--- src/rtl/serial_rx_align.sv ---
// -----------------------------------------------------------------------------
// serial_rx_align
//
// Bit-serial receiver that recovers byte alignment from a stream of COMMA
// idle characters and then distributes the received bytes round-robin over
// four lanes.
//
// Operation:
//   HUNT    : the last 8 received bits are compared against COMMA on every
//             bit clock. A match fixes the byte boundary.
//   LOCKING : every 8th bit after the match is a word boundary; LOCK_CNT
//             consecutive COMMA words (including the hunt match) declare lock.
//             Any other word drops back to HUNT.
//   ACTIVE  : every word boundary delivers one word to the current lane
//             (0,1,2,3,0,...). Non-COMMA words are latched with valid=1,
//             COMMA words clear that lane's valid. Four consecutive words
//             that are rotated copies of COMMA indicate a bit slip and
//             return the receiver to HUNT, clearing all valids.
//
// Ports:
//   clk_32f            bit clock, one serial bit per rising edge
//   reset_L            asynchronous active-low reset
//   entrada_tx         serial input, MSB of each byte first
//   out0..out3         per-lane received byte (registered)
//   val_out0..val_out3 per-lane valid (registered, level)
//   idle_out           1 while not locked or while the last 4 words were COMMA
//   locked             1 while in ACTIVE
// -----------------------------------------------------------------------------
module serial_rx_align #(
  parameter logic [7:0] COMMA    = 8'hBC,
  parameter int         LOCK_CNT = 4
) (
  input  logic       clk_32f,
  input  logic       reset_L,
  input  logic       entrada_tx,
  output logic [7:0] out0,
  output logic [7:0] out1,
  output logic [7:0] out2,
  output logic [7:0] out3,
  output logic       val_out0,
  output logic       val_out1,
  output logic       val_out2,
  output logic       val_out3,
  output logic       idle_out,
  output logic       locked
);

  localparam logic [3:0] LOCK_TARGET = LOCK_CNT[3:0];
  // Number of rotated-COMMA words already seen when the next one drops lock.
  localparam logic [2:0] MIS_LAST    = 3'd3;

  typedef enum logic [1:0] {
    ST_HUNT,
    ST_LOCKING,
    ST_ACTIVE
  } state_t;

  state_t      state_reg;
  // Only the 7 older bits of the byte window need storing: the full 8-bit
  // window seen on a given edge is these bits plus the incoming bit.
  logic [6:0]  shift_reg;
  logic [2:0]  bit_cnt_reg;
  logic [3:0]  comma_cnt_reg;
  logic [1:0]  lane_cnt_reg;
  logic [2:0]  mis_cnt_reg;
  // COMMA flags of the three most recent ACTIVE words; with the current
  // word this gives the "one round of pure COMMA" idle condition.
  logic [2:0]  comma_hist_reg;
  logic        idle_reg;
  logic        locked_reg;

  logic [7:0]  word_next;
  logic        word_is_comma;
  logic [7:1]  rot_hit;
  logic        word_is_rot;
  logic        boundary;
  logic        lane_we;
  logic        lose_lock;

  // The word completed on this edge: older bits plus the bit being sampled,
  // so lane outputs update on the edge that samples the word's last bit.
  assign word_next     = {shift_reg, entrada_tx};
  assign word_is_comma = (word_next == COMMA);

  // One comparator per nonzero left rotation of COMMA.
  genvar gi;
  generate
    for (gi = 1; gi < 8; gi = gi + 1) begin : g_rot
      localparam logic [7:0] ROT = {COMMA[7-gi:0], COMMA[7:8-gi]};
      assign rot_hit[gi] = (word_next == ROT);
    end
  endgenerate

  // A rotation that happens to equal COMMA itself is treated as COMMA.
  assign word_is_rot = (|rot_hit) && !word_is_comma;

  // Counter reached 7: the incoming bit is the 8th since the last boundary.
  assign boundary  = (bit_cnt_reg == 3'd7);
  assign lane_we   = (state_reg == ST_ACTIVE) && boundary;
  assign lose_lock = lane_we && word_is_rot && (mis_cnt_reg == MIS_LAST);

  // ---------------------------------------------------------------------------
  // Alignment state machine and counters
  // ---------------------------------------------------------------------------
  always_ff @(posedge clk_32f or negedge reset_L) begin
    if (!reset_L) begin
      state_reg      <= ST_HUNT;
      shift_reg      <= '0;
      bit_cnt_reg    <= '0;
      comma_cnt_reg  <= '0;
      lane_cnt_reg   <= '0;
      mis_cnt_reg    <= '0;
      comma_hist_reg <= '0;
      idle_reg       <= 1'b1;
      locked_reg     <= 1'b0;
    end else begin
      shift_reg <= word_next[6:0];

      case (state_reg)
        ST_HUNT: begin
          if (word_is_comma) begin
            bit_cnt_reg   <= '0;
            comma_cnt_reg <= 4'd1;
            if (LOCK_TARGET == 4'd1) begin
              // A single COMMA is enough: lock on the hunt match itself.
              state_reg      <= ST_ACTIVE;
              locked_reg     <= 1'b1;
              lane_cnt_reg   <= '0;
              mis_cnt_reg    <= '0;
              comma_hist_reg <= 3'b111;
              idle_reg       <= 1'b1;
            end else begin
              state_reg <= ST_LOCKING;
            end
          end
        end

        ST_LOCKING: begin
          bit_cnt_reg <= bit_cnt_reg + 3'd1;
          if (boundary) begin
            if (word_is_comma) begin
              comma_cnt_reg <= comma_cnt_reg + 4'd1;
              if (comma_cnt_reg + 4'd1 == LOCK_TARGET) begin
                // The locking COMMA is not delivered to any lane; the
                // first word after it belongs to lane 0.
                state_reg      <= ST_ACTIVE;
                locked_reg     <= 1'b1;
                lane_cnt_reg   <= '0;
                mis_cnt_reg    <= '0;
                comma_hist_reg <= 3'b111;
                idle_reg       <= 1'b1;
              end
            end else begin
              state_reg     <= ST_HUNT;
              comma_cnt_reg <= '0;
            end
          end
        end

        ST_ACTIVE: begin
          bit_cnt_reg <= bit_cnt_reg + 3'd1;
          if (boundary) begin
            if (lose_lock) begin
              state_reg      <= ST_HUNT;
              locked_reg     <= 1'b0;
              idle_reg       <= 1'b1;
              bit_cnt_reg    <= '0;
              comma_cnt_reg  <= '0;
              lane_cnt_reg   <= '0;
              mis_cnt_reg    <= '0;
              comma_hist_reg <= '0;
            end else begin
              lane_cnt_reg   <= lane_cnt_reg + 2'd1;
              comma_hist_reg <= {comma_hist_reg[1:0], word_is_comma};
              idle_reg       <= &{comma_hist_reg, word_is_comma};
              if (word_is_rot) begin
                mis_cnt_reg <= mis_cnt_reg + 3'd1;
              end else begin
                mis_cnt_reg <= '0;
              end
            end
          end
        end

        default: begin
          state_reg  <= ST_HUNT;
          locked_reg <= 1'b0;
          idle_reg   <= 1'b1;
        end
      endcase
    end
  end

  // ---------------------------------------------------------------------------
  // Per-lane output registers
  // ---------------------------------------------------------------------------
  generate
    for (gi = 0; gi < 4; gi = gi + 1) begin : g_lane
      logic [7:0] lane_out_reg;
      logic       lane_val_reg;
      logic       lane_sel;

      assign lane_sel = lane_we && (lane_cnt_reg == 2'(gi));

      always_ff @(posedge clk_32f or negedge reset_L) begin
        if (!reset_L) begin
          lane_out_reg <= '0;
          lane_val_reg <= 1'b0;
        end else if (lose_lock) begin
          // Slip detected: every lane goes invalid, data is left as it was.
          lane_val_reg <= 1'b0;
        end else if (lane_sel) begin
          if (word_is_comma) begin
            lane_val_reg <= 1'b0;
          end else begin
            lane_out_reg <= word_next;
            lane_val_reg <= 1'b1;
          end
        end
      end
    end
  endgenerate

  assign out0     = g_lane[0].lane_out_reg;
  assign out1     = g_lane[1].lane_out_reg;
  assign out2     = g_lane[2].lane_out_reg;
  assign out3     = g_lane[3].lane_out_reg;
  assign val_out0 = g_lane[0].lane_val_reg;
  assign val_out1 = g_lane[1].lane_val_reg;
  assign val_out2 = g_lane[2].lane_val_reg;
  assign val_out3 = g_lane[3].lane_val_reg;
  assign idle_out = idle_reg;
  assign locked   = locked_reg;

endmodule

--- config.mk ---
export PLATFORM = sky130hd
export DESIGN_NAME = serial_rx_align
export DESIGN_NICKNAME = d
export VERILOG_FILES = /design/src/rtl/serial_rx_align.sv
export SDC_FILE = /design/constraint.sdc
export NUM_CORES = 1
export LEC_CHECK = 0
export CAP_MARGIN = 40
export CORE_ASPECT_RATIO = 1.75
export CORE_MARGIN = 1.5
export CORE_UTILIZATION = 60
export CTS_CLUSTER_DIAMETER = 60
export DETAILED_ROUTE_END_ITERATION = 10
export DONT_BUFFER_PORTS = 1
export PLACE_DENSITY_LB_ADDON = 0.15
export SYNTH_ARGS = -nofsm -noshare
export SYNTH_HDL_FRONTEND = slang
export SYNTH_SLANG_ARGS = --single-unit
--- constraint.sdc ---
create_clock -name clk_32f -period 2.6 [get_ports clk_32f]
set_clock_uncertainty 0.05 [all_clocks]
set_input_delay 0.52 -clock clk_32f [delete_from_list [all_inputs] [get_ports clk_32f]]
set_output_delay 0.52 -clock clk_32f [all_outputs]
set_load 0.01 [all_outputs]
# --- Word-level counts from Yosys, hierarchy flattened ---
# Index checks and enable logic that the tools add are counted.
# W data, S select, Z words.
totals:
  input_bits: 3
  register_bits: 62
  out_inout_bits: 38
  elab_cells: 130
classes:
  eq_ne: 23
  n_addsub: 4
  bitwise_logic: 3
  reduce_logical: 29
  muxes: 54
op_table:
  columns: ["operator", "n"]
  rows:
  - ["$mux W3", 14]
  - ["$eq A8 B8 Y1 const B", 5]
  - ["$mux W2", 11]
  - ["$mux W4", 5]
  - ["$reduce_and A5 Y1", 4]
  - ["$eq A8 B7 Y1 const B", 2]
  - ["$mux W1", 16]
  - ["$ne A2 B2 Y1 const B", 6]
  - ["$pmux W3 S2", 2]
  - ["$pmux W4 S3", 1]
  - ["$reduce_and A3 Y1", 4]
  - ["$reduce_bool A2 Y1", 5]
  - ["$pmux W3 S3", 1]
  - ["$eq A8 B6 Y1 const B", 1]
  - ["$logic_and A1 B1 Y1", 8]
  - ["$reduce_or A7 Y1", 1]
  - ["$add A3 B1 Y3 const B", 2]
  - ["$eq A2 B2 Y1 const B", 3]
  - ["$pmux W1 S3", 2]
  - ["$pmux W2 S3", 1]
  - ["$reduce_and A6 Y1", 1]
  - ["$add A4 B1 Y4 const B", 1]
  - ["$eq A2 B1 Y1 const B", 2]
  - ["$eq A4 B3 Y1 const B", 1]
  - ["other kinds (11)", 14]

# --- Logic depth before layout (Yosys ltp) ---
# Gate-level depths: netlist of run 1.
logic_depth:
  word_depth: 8
  ltp_mapped: 9
  ltp_nobuf: 7

# --- Least setup slack after synthesis of run 1 ---
# No wires, ideal clock.
synth_timing:
  kind: "input to register"
  start: "input port entrada_tx"
  end: "register locked_reg (netlist: locked)"
  required_time_ps: 2422
  cell_stages: 7
  setup_ps: 128
  arrival_time_ps: 2222
  setup_slack_ps: 201
  n_path_buf: 1
  cell_sequence: "buf_6 > nand3b_4 > or4_4 > or3_1 > a21oi_2 > nor2b_2 > mux2_1"
synth_via:
  elab_chain_len: 7
  word_cells_on_any_way: 16
  cone_classes: "10 x eq/ne; 6 x reduce/logical"
synth_lines:
  columns: ["element", "line_no", "source"]
  rows:
  - ["from (decl)", "35", "input logic entrada_tx,"]
  - ["$eq A8 B7 Y1, or another cell as far along", "90", "assign rot_hit[gi] = (word_next == ROT);"]
  - ["$reduce_or A7 Y1 or $logic_not A1 Y1 (tied branches)", "95", "assign word_is_rot = (|rot_hit) && !word_is_comma;"]
  - ["$logic_and A1 B1 Y1", "95", null]
  - ["$logic_and A1 B1 Y1 (2 in series)", "100", "assign lose_lock = lane_we && word_is_rot && (mis_cnt_reg == MIS_LAST);"]
  - ["$ne A2 B2 Y1 (no line)", null, null]
  - ["$reduce_and A6 Y1 (no line) (*)", null, null]
  - ["to (signal assigned)", "115", "locked_reg <= 1'b0;"]
  - ["to (signal assigned)", "127", "locked_reg <= 1'b1;"]
  - ["to (signal assigned)", "147", "locked_reg <= 1'b1;"]
  - ["to (decl)", "70", "logic locked_reg;"]
# Every way passes the cells marked *; elsewhere a longest branch is shown, timed or not.
# A chain may end at the register's enable or synchronous reset.

# --- Worst setup path after layout of run 1 ---
layout_timing:
  start: "register shift_reg[3]"
  end: "register g_lane[0].lane_out_reg[1] (netlist: out0[1])"
layout_via:
  elab_chain_len: 7
  word_cells_on_any_way: 16
  cone_classes: "8 x eq/ne; 2 x bitwise; 6 x reduce/logical"
layout_lines:
  columns: ["element", "line_no", "source"]
  rows:
  - ["from (decl)", "61", "logic [6:0] shift_reg;"]
  - ["from (signal assigned)", "117", "shift_reg <= word_next[6:0];"]
  - ["$eq A8 B7 Y1, or another cell as far along", "90", null]
  - ["$reduce_or A7 Y1 or $logic_not A1 Y1 (tied branches)", "95", null]
  - ["$logic_and A1 B1 Y1", "95", null]
  - ["$logic_and A1 B1 Y1 (2 in series)", "100", null]
  - ["$not A1 Y1 (no line)", null, null]
  - ["$reduce_and A3 Y1 (no line) (*)", null, null]
  - ["to (signal assigned)", "216", "lane_out_reg <= word_next;"]
  - ["to (decl)", "199", "logic [7:0] lane_out_reg;"]
# Marked as above.

==> results.yml, run 1 <==
routing:
  drcViolationCount: 0
  wl_per_cell_um: 18.8
  via_count: 1967
  vias_per_cell: 6.19
  routed_wl_um: 5980
  drtAntennaViolNets: 0
  first_iter_violations: 83
  first_pass_iters: 4
sta:
  fin_crit_sh_pct: 93.6
  report.final.slew_viol_count: 0
  timing.hold.ws_ns: 0.157
  tightestPinTransition_ns: 0.415
  tns_ns: 0
  report.final.hold_viol_count: 0
  slew_headroom_pct: 72.3
  timing.fmax_mhz: 411
  fin_crit_ns: 2.43
  setup_viol: 0
  grt_setup_unrepaired: "false"
power:
  leakagePower_nw: 1.51
  p_comb_share_pct: 15.7
  vdd_drop_max_mv: 0.802
  p_int_mw: 2.07
  powerDensity_nw_per_um2: 850
  switching_power_mw: 0.819
  sw_frac_of_total_pct: 28.4
  power_frac_seq_pct: 45.2
  power_frac_clock_pct: 39.0
setup_path:
  crit_chain: "and4bb_1, o2111ai_1, a41oi_2, nor2_4, nand3_2, mux2_1"
  worst-setup-path-type: "flip-flop to flip-flop"
  end_kind: "flip-flop"
  start_kind: "flip-flop"
  path_max_fanout: 12
  slowest_stage: "dfrtp_1"
  max_stage_delay_ns: 0.57
  critical_path_required_ns: 2.77
  arrival_ns: 2.60
synth:
  synthXorXnorAreaFrac_pct: 0
  synth_mux_area_share_pct: 13.1
  netlist_area_um2: 3000
  synth_compound_area_share_pct: 9.76
  avgSynthCellArea_um2: 12.0
  ys_ff_latch: 62
  async_flop_share_pct: 100
  yosysSeqAreaShare_pct: 51.8
  yosysWarnings: 0
  ys.flop_type: "dfrtp_1"
  syn_inst: 249
  synth_top_family_by_area: "simple AND/OR/NAND/NOR gates"
  syn_nets: 266
  synth_fa_ha_area_share_pct: 5.84
  synth_edf_count: 0
  netlist-cell-type-count: 48
  synth-simple-area-share_pct: 16.0
global_routing:
  grt_pass1_vias: 2030
  grt_max_degree: 63
  antenna_found_initial: 0
  use_met3_pct: 6.39
  grt-ovfl-total: 0
  globalRouteMet2Util_pct: 47.2
  grt-busiest-layer: "met2"
  use_met1_pct: 25.2
  grt_pass1_wl_um: 10000
  grt_usage_pct: 24.7
finish:
  area_growth_pct: 13.2
  fill_cells: 347
  n_antenna_cell: 0
  layout.cells.non_filler: 318
  fin_nets: 278
  fin_area_um2: 3390
  layout-drive-gt1-share_pct: 16.2
die:
  die_area_um2: 5450
  initial_core_util_pct: 63.2
  die_width_um: 56.4
  io_pins: 41
  fp.dieH_um: 96.5
  fp-row-count: 33
  placeableCoreArea_um2: 4750
run_status:
  outcome: "complete, no violations"
placement:
  dp_hpwl_um: 4250
  io_buffers: 0
  placed_area_um2: 3090
  dp.cells: 300
  place.gp.congestion: 0.870
hold_path:
  min_path_type: "primary input to flip-flop"
clock_network:
  clock-root-buffer: "clkbuf_8"
  cts.htree.levels: 3
  cts_buffer_depth: 2
  path_clk_slew_ns: 0.07
  cts_buffers: 9
  tritoncts: "done"
  clk_latency_ns: 0.34
  post_cts_buffers: 0
  cts.sinks: 62
flow_run:
  drv_cap: 0
## cells by family after synthesis
logic type               Yosys count
AND/OR/NAND/NOR                   70
buffers and inverters             24
AO/OA/AOI/OAI                     44
multiplexers                      35
flip-flops                        62
adder cells (fa/ha/maj)           14
## through the flow
stage / utilization, % / power [mW] / worst slack (ns)
5_1_grt: 71.5 / 3.03 / 0.0252
3_5_place_dp: 65.0 / 1.76 / 0.191
4_1_cts: 71.5 / 2.92 / 0.166
3_3_place_gp: 65.0 / 1.74 / 0.216
2_1_floorplan: - / 1.61 / 0.201
6_report: 71.5 / 2.88 / 0.166
## placed cells by master, fill, tap and decap left out, drive strengths merged, types with 2 or more instances in the layout
cell      n
o41ai     2
nor4bb    4
o2111ai   5
clkbuf    9
nand4b    2
nand3    10
nand4     3
a31oi     5
nor2      7
and2      2
o22ai     3
and4bb    3
inv      13
bufinv    4
o21ai    12
and4b     3
nand2b    3
nor3      5
buf      12
and3      4
nor2b     5
mux2     34
ha       14
dfrtp    61
a21oi    10
nand3b    2
nor4      2
nand2    12
## cells in the mapped netlist (2+ instances only)
library cell	instances	area, um^2
buf_2	5	25.0
clkbuf_1	5	18.8
a31oi_1	5	31.3
o22ai_1	3	18.8
o21ai_0	9	45.0
and4b_1	3	30.0
nand4_1	3	18.8
ha_1	14	175
o2111ai_1	5	43.8
dfrtp_1	61	1530
o41ai_1	2	17.5
nor3_1	5	25.0
mux2_1	34	383
o21ai_1	3	15.0
nand4b_1	2	17.5
nor2_1	6	22.5
and4bb_1	3	37.5
a21oi_1	9	45.0
and3_1	4	25.0
nand3_1	6	30.0
nand2b_1	3	18.8
nor4bb_1	4	40.0
nand3_2	4	40.0
inv_1	12	45.0
nand2_1	12	45.0
and2_1	2	12.5
nor2b_1	4	25.0
## critical path: cells and delay by family (launching register included)
kind | cells | cell delay [ns]
AOI/OAI and AO/OA | 2 | 0.55
DFF | 1 | 0.57
and+or+nand+nor | 3 | 0.75
muxes | 1 | 0.39
## final timing paths
check / from / endpoint / slack [ns] / cells after the start
worst min register to register: bit_cnt_reg[2] / bit_cnt_reg[2] / 0.43 / 2
max in group asynchronous: reset_L / idle_out / 1.52 / 2
worst max register to register: shift_reg[3] / out0[1] / 0.17 / 6
worst min-delay path: entrada_tx / shift_reg[0] / 0.16 / 0
worst max-delay path: shift_reg[3] / out0[1] / 0.17 / 6
min in group asynchronous: reset_L / out3[1] / 0.70 / 2
## layout make-up
cell class	count	area [um^2]	share of cell area (%)
Clock buffer	9	124	3.65
Clock inverter	7	145	4.28
Inverter	12	45.0	1.33
Multi-Input combinational cell	163	1340	39.5
Sequential cell	62	1550	45.8
Tap cell	52	65.1	1.92
Timing Repair Buffer	13	120	3.54
## metal layers
layer / vias up / routed length (um)
met3: 7 / 217
li1: 932 / -
met5: - / 0
met2: 51 / 3410
met1: 977 / 2270
met4: 0 / 74
## power by group through the flow
stage	Combinational, mW	Clock [mW]	Sequential (mW)
final	0.454	1.13	1.31
after global routing	0.520	1.18	1.33
after CTS	0.461	1.15	1.31
after detailed placement	0.433	0	1.33
after global placement	0.421	0	1.32
after floorplan	0.335	0	1.27
## repair_timing
action                                  in CTS  in global routing
endpoints found under the setup margin       0                  1
gates resized for setup                      0                  1
hold buffers                                 2                  0
hold endpoints to repair                    62                  0
(Power assumes the default switching activity.)
==> run 2, diff against run 1 <==
--- a/config.mk
+++ b/config.mk
@@ -8,11 +8,12 @@
 export CAP_MARGIN = 40
 export CORE_ASPECT_RATIO = 1.75
 export CORE_MARGIN = 1.5
-export CORE_UTILIZATION = 60
+export CORE_UTILIZATION = 63
 export CTS_CLUSTER_DIAMETER = 60
 export DETAILED_ROUTE_END_ITERATION = 10
 export DONT_BUFFER_PORTS = 1
-export PLACE_DENSITY_LB_ADDON = 0.15
+export GPL_TIMING_DRIVEN = 0
+export PLACE_DENSITY = 0.79
 export SYNTH_ARGS = -nofsm -noshare
 export SYNTH_HDL_FRONTEND = slang
 export SYNTH_SLANG_ARGS = --single-unit
==> run 2 against run 1 <==
Against the previous run: wire length shrank 1.6%; largest power group unchanged; sequential share of layout area grew 0.75 points; register-to-register slack lost 0.04 ns; final cell count is the same; core utilization grew 0.67 points; design area shrank 1.7%; global-route usage grew 0.75 points.
==> results.yml, run 2 (synthesis results as in run 1) <==
run_status:
  outcome: "complete, no violations"
clock_network:
  cts_buffer_depth: 2
  path_clk_slew_ns: 0.07
  tritoncts: "done"
  clk_latency_ns: 0.34
  cts.sinks: 62
  clock-root-buffer: "clkbuf_8"
  cts.htree.levels: 3
  cts_buffers: 9
  post_cts_buffers: 0
global_routing:
  grt_max_degree: 63
  antenna_found_initial: 0
  grt-ovfl-total: 0
  grt_pass1_wl_um: 9330
  grt_usage_pct: 25.4
  grt_pass1_vias: 2006
finish:
  layout-drive-gt1-share_pct: 15.0
  area_growth_pct: 11.3
  n_antenna_cell: 0
  fin_area_um2: 3340
  final_common_cell: "dfrtp_1"
  final_cell_mix: "dfrtp_1, mux2_1, ha_1"
  fin_nets: 279
placement:
  placed_area_um2: 3060
  place.gp.congestion: 0.920
  dp_hpwl_um: 4200
  io_buffers: 0
hold_path:
  min_path_type: "primary input to flip-flop"
  holdPathStages: 0
power:
  powerDensity_nw_per_um2: 783
  leakagePower_nw: 1.47
  finalPower_mw: 2.61
  vdd_drop_max_mv: 0.711
die:
  fp-row-count: 33
  initial_core_util_pct: 64.9
  placeableCoreArea_um2: 4620
  io_pins: 41
  die_area_um2: 5200
  fp.dieH_um: 94.3
  die_width_um: 55.2
sta:
  grt_setup_unrepaired: "false"
  setup_viol: 0
  report.final.slew_viol_count: 0
  timing.fmax_mhz: 404
  fin_crit_sh_pct: 95.1
  tns_ns: 0
  slew_headroom_pct: 50.2
  tightestPinTransition_ns: 0.741
  report.final.hold_viol_count: 0
  fin_crit_ns: 2.47
setup_path:
  arrival_ns: 2.64
  start_kind: "flip-flop"
  path_max_fanout: 10
  end_kind: "flip-flop"
  worst-setup-path-type: "flip-flop to flip-flop"
  critical_path_required_ns: 2.76
  worstRegToRegCells: 7
flow_run:
  drv_cap: 0
routing:
  via_count: 2007
  vias_per_cell: 6.31
  drtAntennaViolNets: 0
  routed_wl_um: 5890
  drcViolationCount: 0
  wl_per_cell_um: 18.5
  first_pass_iters: 4
  first_iter_violations: 35
-- run 2: path summary, 6_finish.rpt --
path                              startpoint            to  slack (ns)
worst max-delay path            shift_reg[2]       out1[5]        0.13
worst min-delay path              entrada_tx  shift_reg[0]        0.15
worst max register to register  shift_reg[2]       out1[5]        0.13
worst min register to register  shift_reg[5]  shift_reg[6]        0.35
max in group asynchronous            reset_L      idle_out        1.54
min in group asynchronous            reset_L       out1[0]        0.65
-- run 2: final cells by class --
class	instances	area [um^2]
Sequential cell	62	1550
Multi-Input combinational cell	163	1370
Fill cell	327	1290
Clock buffer	12	165
Tap cell	52	65.1
Buffer	12	60.1
Inverter	12	45.0
Clock inverter	3	42.5
Timing Repair Buffer	2	37.5
-- run 2: what timing repair did --
item	CTS	global route
hold buffers	2	0
setup endpoints to repair	0	11
gates resized for setup	0	4
hold endpoints to repair	62	0
-- run 2: metrics by stage --
step	utilization, %	worst slack (ns)	hold WS (ns)	cells
after floorplan	-	0.201	0.174	249
after global placement	66.3	0.0618	0.175	301
after detailed placement	66.3	0.0858	0.176	301
after CTS	71.6	0.0532	0.141	318
after global routing	72.2	0.00927	0.139	318
final	72.2	0.127	0.154	318
-- run 2: report_power, final --
group	leakage, nW	switching [mW]	total [mW]	internal (mW)
sequential	0.756	0.165	1.29	1.13
clock	0.104	0.362	0.875	0.514
combinational	0.607	0.265	0.447	0.182
-- run 2: critical path, cell delays in order (launching register included) --
cell and delay [ns]:
dfrtp_1 0.43, clkbuf_1 0.23, and4bb_1 0.26, o21ai_1 0.27, a41oi_4 0.24, nor2_4 0.22
nand3_2 0.25, mux2_1 0.39
-- run 2: metal layers --
metal / track usage [%] / up-vias / routed length [um]
li1: - / 935 / -
met1: 26.7 / 1008 / 2150
met2: 44.3 / 54 / 3350
met3: 7.17 / 10 / 264
met4: 11.6 / 0 / 123
met5: 0 / - / 0
